<file path="config.mk">
export PLATFORM = sky130hd
export DESIGN_NAME = hpm_snapshot_sequencer
export DESIGN_NICKNAME = d
export VERILOG_FILES = /design/src/rtl/hpm_snapshot_sequencer.sv
export SDC_FILE = /design/constraint.sdc
export NUM_CORES = 2
export LEC_CHECK = 0
export CORE_MARGIN = 1.5
export CORE_UTILIZATION = 28
export DETAILED_ROUTE_END_ITERATION = 7
export GPL_TIMING_DRIVEN = 0
export PLACE_DENSITY = 0.48
export SYNTH_ARGS = -nofsm -noshare
export SYNTH_HDL_FRONTEND = slang
export SYNTH_SLANG_ARGS = --single-unit
</file>
<file path="constraint.sdc">
create_clock -name clk_h -period 4.37 [get_ports clk_h]
set_input_delay 0.874 -clock clk_h [delete_from_list [all_inputs] [get_ports clk_h]]
set_output_delay 0.874 -clock clk_h [all_outputs]
set_load 0.03 [all_outputs]
</file>
<file path="src/rtl/hpm_snapshot_sequencer.sv">
// HPM snapshot sequencer: periodic capture of hpm counters, streamed as 12-beat packets.
// Define HPM_SEQ_DROP_CNT_EN to build the saturating drop counter.
module hpm_snapshot_sequencer #(
    parameter int unsigned SAMPLE_PERIOD = 1024,
    parameter int unsigned PKT_W         = 32
) (
    input  logic              clk_h,
    input  logic              rst_h,
    input  logic              csr_we,
    input  logic [11:0]       csr_add,
    input  logic [31:0]       csr_data,
    input  logic [11:0][63:0] hpm_i,
    output logic              out_valid,
    input  logic              out_ready,
    output logic [63:0]       out_data,
    output logic [3:0]        out_idx,
    output logic              out_last,
    output logic              armed,
    output logic              overrun,
    output logic [15:0]       drop_cnt
);
    localparam logic [15:0] TMAX = 16'(SAMPLE_PERIOD - 1);

    typedef enum logic [1:0] {IDLE, ARMED, CAPTURE, STREAM} state_t;

    state_t            state_q, state_d;
    logic [15:0]       tmr_q;
    logic [PKT_W-1:0]  cyc_q, cyc_sh, pkt_q;
    logic [3:0]        idx_q;
    logic              fin_q, fin_nx, ovr_q;
    logic [10:0][63:0] sh_q;
    logic [11:0][63:0] beat;
    logic              start, stop, expire;
    logic              fire, last_fire, drop_ev;
    logic              unused_hpm1;

    assign start = csr_we && csr_add == 12'h320
                   && csr_data == 32'h0000_0000;
    assign stop  = csr_we && csr_add == 12'h320
                   && csr_data == 32'hFFFF_FFFF;

    assign expire    = tmr_q == TMAX;
    assign fire      = out_valid && out_ready;
    assign last_fire = fire && idx_q == 4'd11;
    assign fin_nx    = fin_q | (stop && state_q != IDLE);
    assign drop_ev   = state_q == STREAM && expire && !fin_q;

    // Beat 0 is the header; beats 1..11 are the shadowed counters.
    assign beat[0]    = 64'({pkt_q, cyc_sh});
    assign beat[11:1] = sh_q;

    assign out_valid = state_q == STREAM;
    assign out_idx   = idx_q;
    assign out_last  = out_valid && idx_q == 4'd11;
    assign out_data  = out_valid ? beat[idx_q] : 64'h0;
    assign armed     = state_q != IDLE && !fin_q;
    assign overrun   = ovr_q;

    assign unused_hpm1 = ^hpm_i[1];

    always_comb begin
        state_d = state_q;
        unique case (state_q)
            IDLE:    if (start) state_d = ARMED;
            ARMED:   if (expire || stop) state_d = CAPTURE;
            CAPTURE: state_d = STREAM;
            STREAM:  if (last_fire) state_d = fin_nx ? IDLE : ARMED;
        endcase
    end

    always_ff @(posedge clk_h) begin
        if (rst_h) begin
            state_q <= IDLE;
            tmr_q   <= '0;
            cyc_q   <= '0;
            cyc_sh  <= '0;
            pkt_q   <= '0;
            idx_q   <= '0;
            fin_q   <= 1'b0;
            ovr_q   <= 1'b0;
            sh_q    <= '0;
        end else begin
            state_q <= state_d;
            if (state_q == IDLE) begin
                if (start) begin
                    tmr_q <= '0;
                    cyc_q <= '0;
                    pkt_q <= '0;
                    ovr_q <= 1'b0;
                    fin_q <= 1'b0;
                end
            end else begin
                tmr_q <= expire ? 16'd0 : tmr_q + 16'd1;
                cyc_q <= cyc_q + PKT_W'(1);
                fin_q <= fin_nx;
                if (drop_ev) ovr_q <= 1'b1;
                if (state_q == CAPTURE) begin
                    cyc_sh  <= cyc_q;
                    sh_q[0] <= hpm_i[0];
                    for (int k = 2; k < 12; k++) sh_q[k-1] <= hpm_i[k];
                end
                if (fire) idx_q <= last_fire ? 4'd0 : idx_q + 4'd1;
                if (last_fire) begin
                    pkt_q <= pkt_q + PKT_W'(1);
                    if (fin_nx) fin_q <= 1'b0;
                end
            end
        end
    end

`ifdef HPM_SEQ_DROP_CNT_EN
    logic [15:0] drop_q;

    always_ff @(posedge clk_h) begin
        if (rst_h) begin
            drop_q <= '0;
        end else if (state_q == IDLE && start) begin
            drop_q <= '0;
        end else if (drop_ev && drop_q != 16'hFFFF) begin
            drop_q <= drop_q + 16'd1;
        end
    end

    assign drop_cnt = drop_q;
`else
    assign drop_cnt = 16'h0000;
`endif

endmodule

</file>
==> impl_metrics.ini <==
[outcome]
status = finished, final reports clean

[critical_path]
timing.reg2reg.setup_slack_ps = 420
path_delay_family = buffers and inverters
worst-path-buf-inv = 3
worstReg2RegStart = state_q[0]$_SDFFE_PP0P_
critical_path.max_stage_delay_ps = 780
worstSetupPathType = register to output pin
critical_path.endpoint_type = output pin
ff2ff_path_depth = 8
timing.critical_path.arrival_ps = 3390
critPathSlowestCell = clkdlybuf4s15_1
crit-reg2reg-capture = beat[152]$_SDFFE_PP0P_
worstPathMaxFanout = 10
timing.critical_path.from = out_idx[2]$_SDFFE_PP0P_
crit_path_cell_trace = clkbuf_2 -> clkdlybuf4s15_1 -> mux2i_1 -> o21ai_1 -> and2_1 -> dlygate4sd2_1
required_ps = 3500
critPathLaunchType = register

[sta]
timing_hold_violations_final = 0
setup-violations-final = 0
finalCriticalPeriod_ps = 4260
timing.clock.skew_ps = 18.1
relSlewSlack = 0.0380
final.period_utilization = 0.976
final-max-slew-violation-count = 0
final.setup.tns_ps = 0
setup_repair_after_global_routing_missed_its_margin = true
tightestPinTransition_ps = 1440
fmaxAchievable_mhz = 235

[logic_synthesis]
synth_enable_flop_cells = 0
mappedNetlistArea_um2 = 36300
ys.flop_type = dfxtp_1
ys_seq_area_frac = 0.455
synth_async_reset_ratio = 0
ys.warnings.count = 0
post_synth.cell_area_avg_um2 = 10.5
post_synthesis_sequential_element_count = 824
postSynthCellCount = 3454
synthDistinctLibCells = 61

[placed_design]
post-dp-hpwl_mm = 135
place_area_um2 = 46800
port_buffers = 822
gp_routability_congestion = 0.850

[floorplan]
design.portCount = 904
die_h_um = 363
chipWidth_um = 363
fp.coreArea_um2 = 128000
initial_core_util = 0.283
rows = 131
fp.dieArea_um2 = 132000

[power]
p_seq_frac = 0.439
power.density_nw_per_um2 = 344
combPwrFrac = 0.079
power.share.switching = 0.240
vdd_ir_drop_max_mv = 0.296
power.leakage_nw = 16.7
power.share.clock = 0.482
netSwitchingPower_w = 0.00415
fin_total_pwr_w = 0.0173
intPower_w = 0.0132

[clocking]
cts.htree.levels = 3
clk_pin_slew_worst_paths_ps = 60
cts_root_buf = clkbuf_16
cts-buffers-inserted = 97
clock_sinks = 824
post_cts.repair.setup_buffers = 0
cts_tree = done
post_cts_resize_count = 188
cts-hold-fix-buffers = 0
clk_latency_ps = 720
clk_buf_depth = 3

[grt]
antenna_found_initial = 65
grt_start_max_net_pins = 14
grtUsageTotal = 0.255
globalRoute.totalOverflow = 0
first_pass_grt_wire_length_mm = 236
grt_pass1_vias = 30300

[detailed_routing]
antenna_violating_nets_post_route = 0
wirelength_mm = 172
avgRoutedWirePerCell_um = 27.7
first_pass_drt_iterations = 5
detail_route.iter0.violations = 1889
via_per_inst = 4.83
drt_drc_violations_left = 0
via_count = 30100

[flow_run]
drv_cap = 0

[final_layout]
post-route-util = 0.393
post-route-cell-area_um2 = 50300
post_route_cells_drive_above_1_share = 0.104
fin_nets = 5215
area_overhead_of_the_layout_relative_to_synthesis_pct = 38.7

[hold_path]
hold_end = beat[396]$_SDFFE_PP0P_
hold_path.class = register to register
whs_path_depth = 2
hold_start = beat[396]$_SDFFE_PP0P_
-- flip-flops by register name, summed over array words and instances, names as in the netlist --
signal   flops
cyc_sh      32
fin_q        1
beat       704
cyc_q       32
tmr_q       16
overrun      1
pkt_q       32
state_q      2
out_idx      4
-- power by group through the flow --
stage,registers (W),logic [W],clock network (W)
detailed placement,0.00777,0.00136,0
floorplan,0.00775,0.000377,0
global placement,0.00777,0.00136,0
global route,0.00760,0.00143,0.00879
finish,0.00760,0.00136,0.00834
CTS,0.00760,0.00137,0.00848
-- worst min-delay path: stages (launching register included) --
cell and delay [ps]:
dfxtp_1 320, mux2i_1 60, nor2_1 70
-- metal layers --
| metal | up-vias | share of wire | GRT usage |
|---|---|---|---|
| met5 | - | 0.0026 | 0 |
| met4 | 80 | 0.019 | 0.0587 |
| met3 | 259 | 0.078 | 0.0731 |
| met2 | 941 | 0.49 | 0.435 |
| met1 | 14800 | 0.41 | 0.315 |
| li1 | 14000 | - | - |
-- placed cells by master, fill, tap and decap left out, types with 11 or more instances in the layout --
cell	Yosys	final
nor2_1	801	801
inv_1	11	11
nor3_1	16	16
nand2_1	105	105
dlygate4sd2_1	0	63
conb_1	1	16
buf_1	81	71
diode_2	0	32
nor4_1	11	11
buf_4	17	21
nand3_1	41	41
clkbuf_16	0	101
clkbuf_8	0	29
dfxtp_1	824	821
a21oi_1	44	44
xnor2_1	14	14
mux4_2	191	191
clkdlybuf4s50_1	0	758
and3_1	12	12
or3_1	12	12
nand4_1	27	27
o21ai_0	76	74
and2_1	69	69
mux2i_1	802	793
xor2_1	14	14
clkbuf_4	0	15
clkinv_2	0	17
clkbuf_2	0	16
clkbuf_1	157	148
buf_6	1	13
-- per-stage QoR --
| step | cells | hold WS (ps) | setup WS, ps |
|---|---|---|---|
| floorplan | 3469 | 449 | 1240 |
| global placement | 6020 | 467 | -1900 |
| detailed placement | 6021 | 476 | -1040 |
| CTS | 6200 | 492 | -73.8 |
| global route | 6214 | 501 | -1.49 |
| finish | 6232 | 486 | 107 |
-- worst max path at each step --
stage | endpoint | slack [ps] | depth (start not counted)
2_1_floorplan | out_data[35] | 1240 | 7
5_1_grt | out_data[36] | -1 | 8
6_report | out_data[23] | 110 | 6
3_5_place_dp | out_data[43] | -1040 | 8
4_1_cts | out_data[54] | -70 | 8
3_3_place_gp | out_data[43] | -1900 | 8
-- kinds of logic after synthesis --
| family | count (synthesis) | synth area share |
|---|---|---|
| adder cells (fa/ha/maj) | 8 | 0.00276 |
| multiplexers | 999 | 0.342 |
| AND/OR/NAND/NOR | 1141 | 0.135 |
| other | 1 | 0.000103 |
| XOR/XNOR | 28 | 0.00676 |
| buffers and inverters | 290 | 0.0328 |
| AO/OA/AOI/OAI | 163 | 0.0263 |
| flip-flops | 824 | 0.455 |
-- final cells by class --
cell class	count	area, µm²
inverters	11	41.3
flip-flops and latches	824	16500
diodes	32	80.1
clock buffers	151	2920
well taps	1729	2160
plain buffers	279	1480
repair buffers	823	8170
clock inverters	28	290
fillers	12800	77700
multi-input cells	2355	18700
-- Yosys cell counts (14+ instances only) --
cell type | number | area [µm²]
xor2_1 | 14 | 123
nor2_1 | 801 | 3010
xnor2_1 | 14 | 123
and2_1 | 69 | 432
buf_1 | 81 | 304
nor3_1 | 16 | 80.1
a21oi_1 | 44 | 220
nand2_1 | 105 | 394
mux4_2 | 191 | 4300
nand3_1 | 41 | 205
dfxtp_1 | 824 | 16500
mux2i_1 | 802 | 8030
o21ai_0 | 76 | 380
clkbuf_1 | 157 | 589
buf_4 | 17 | 128
buf_2 | 23 | 115
nand4_1 | 27 | 169
(Power assumes the default switching activity.)
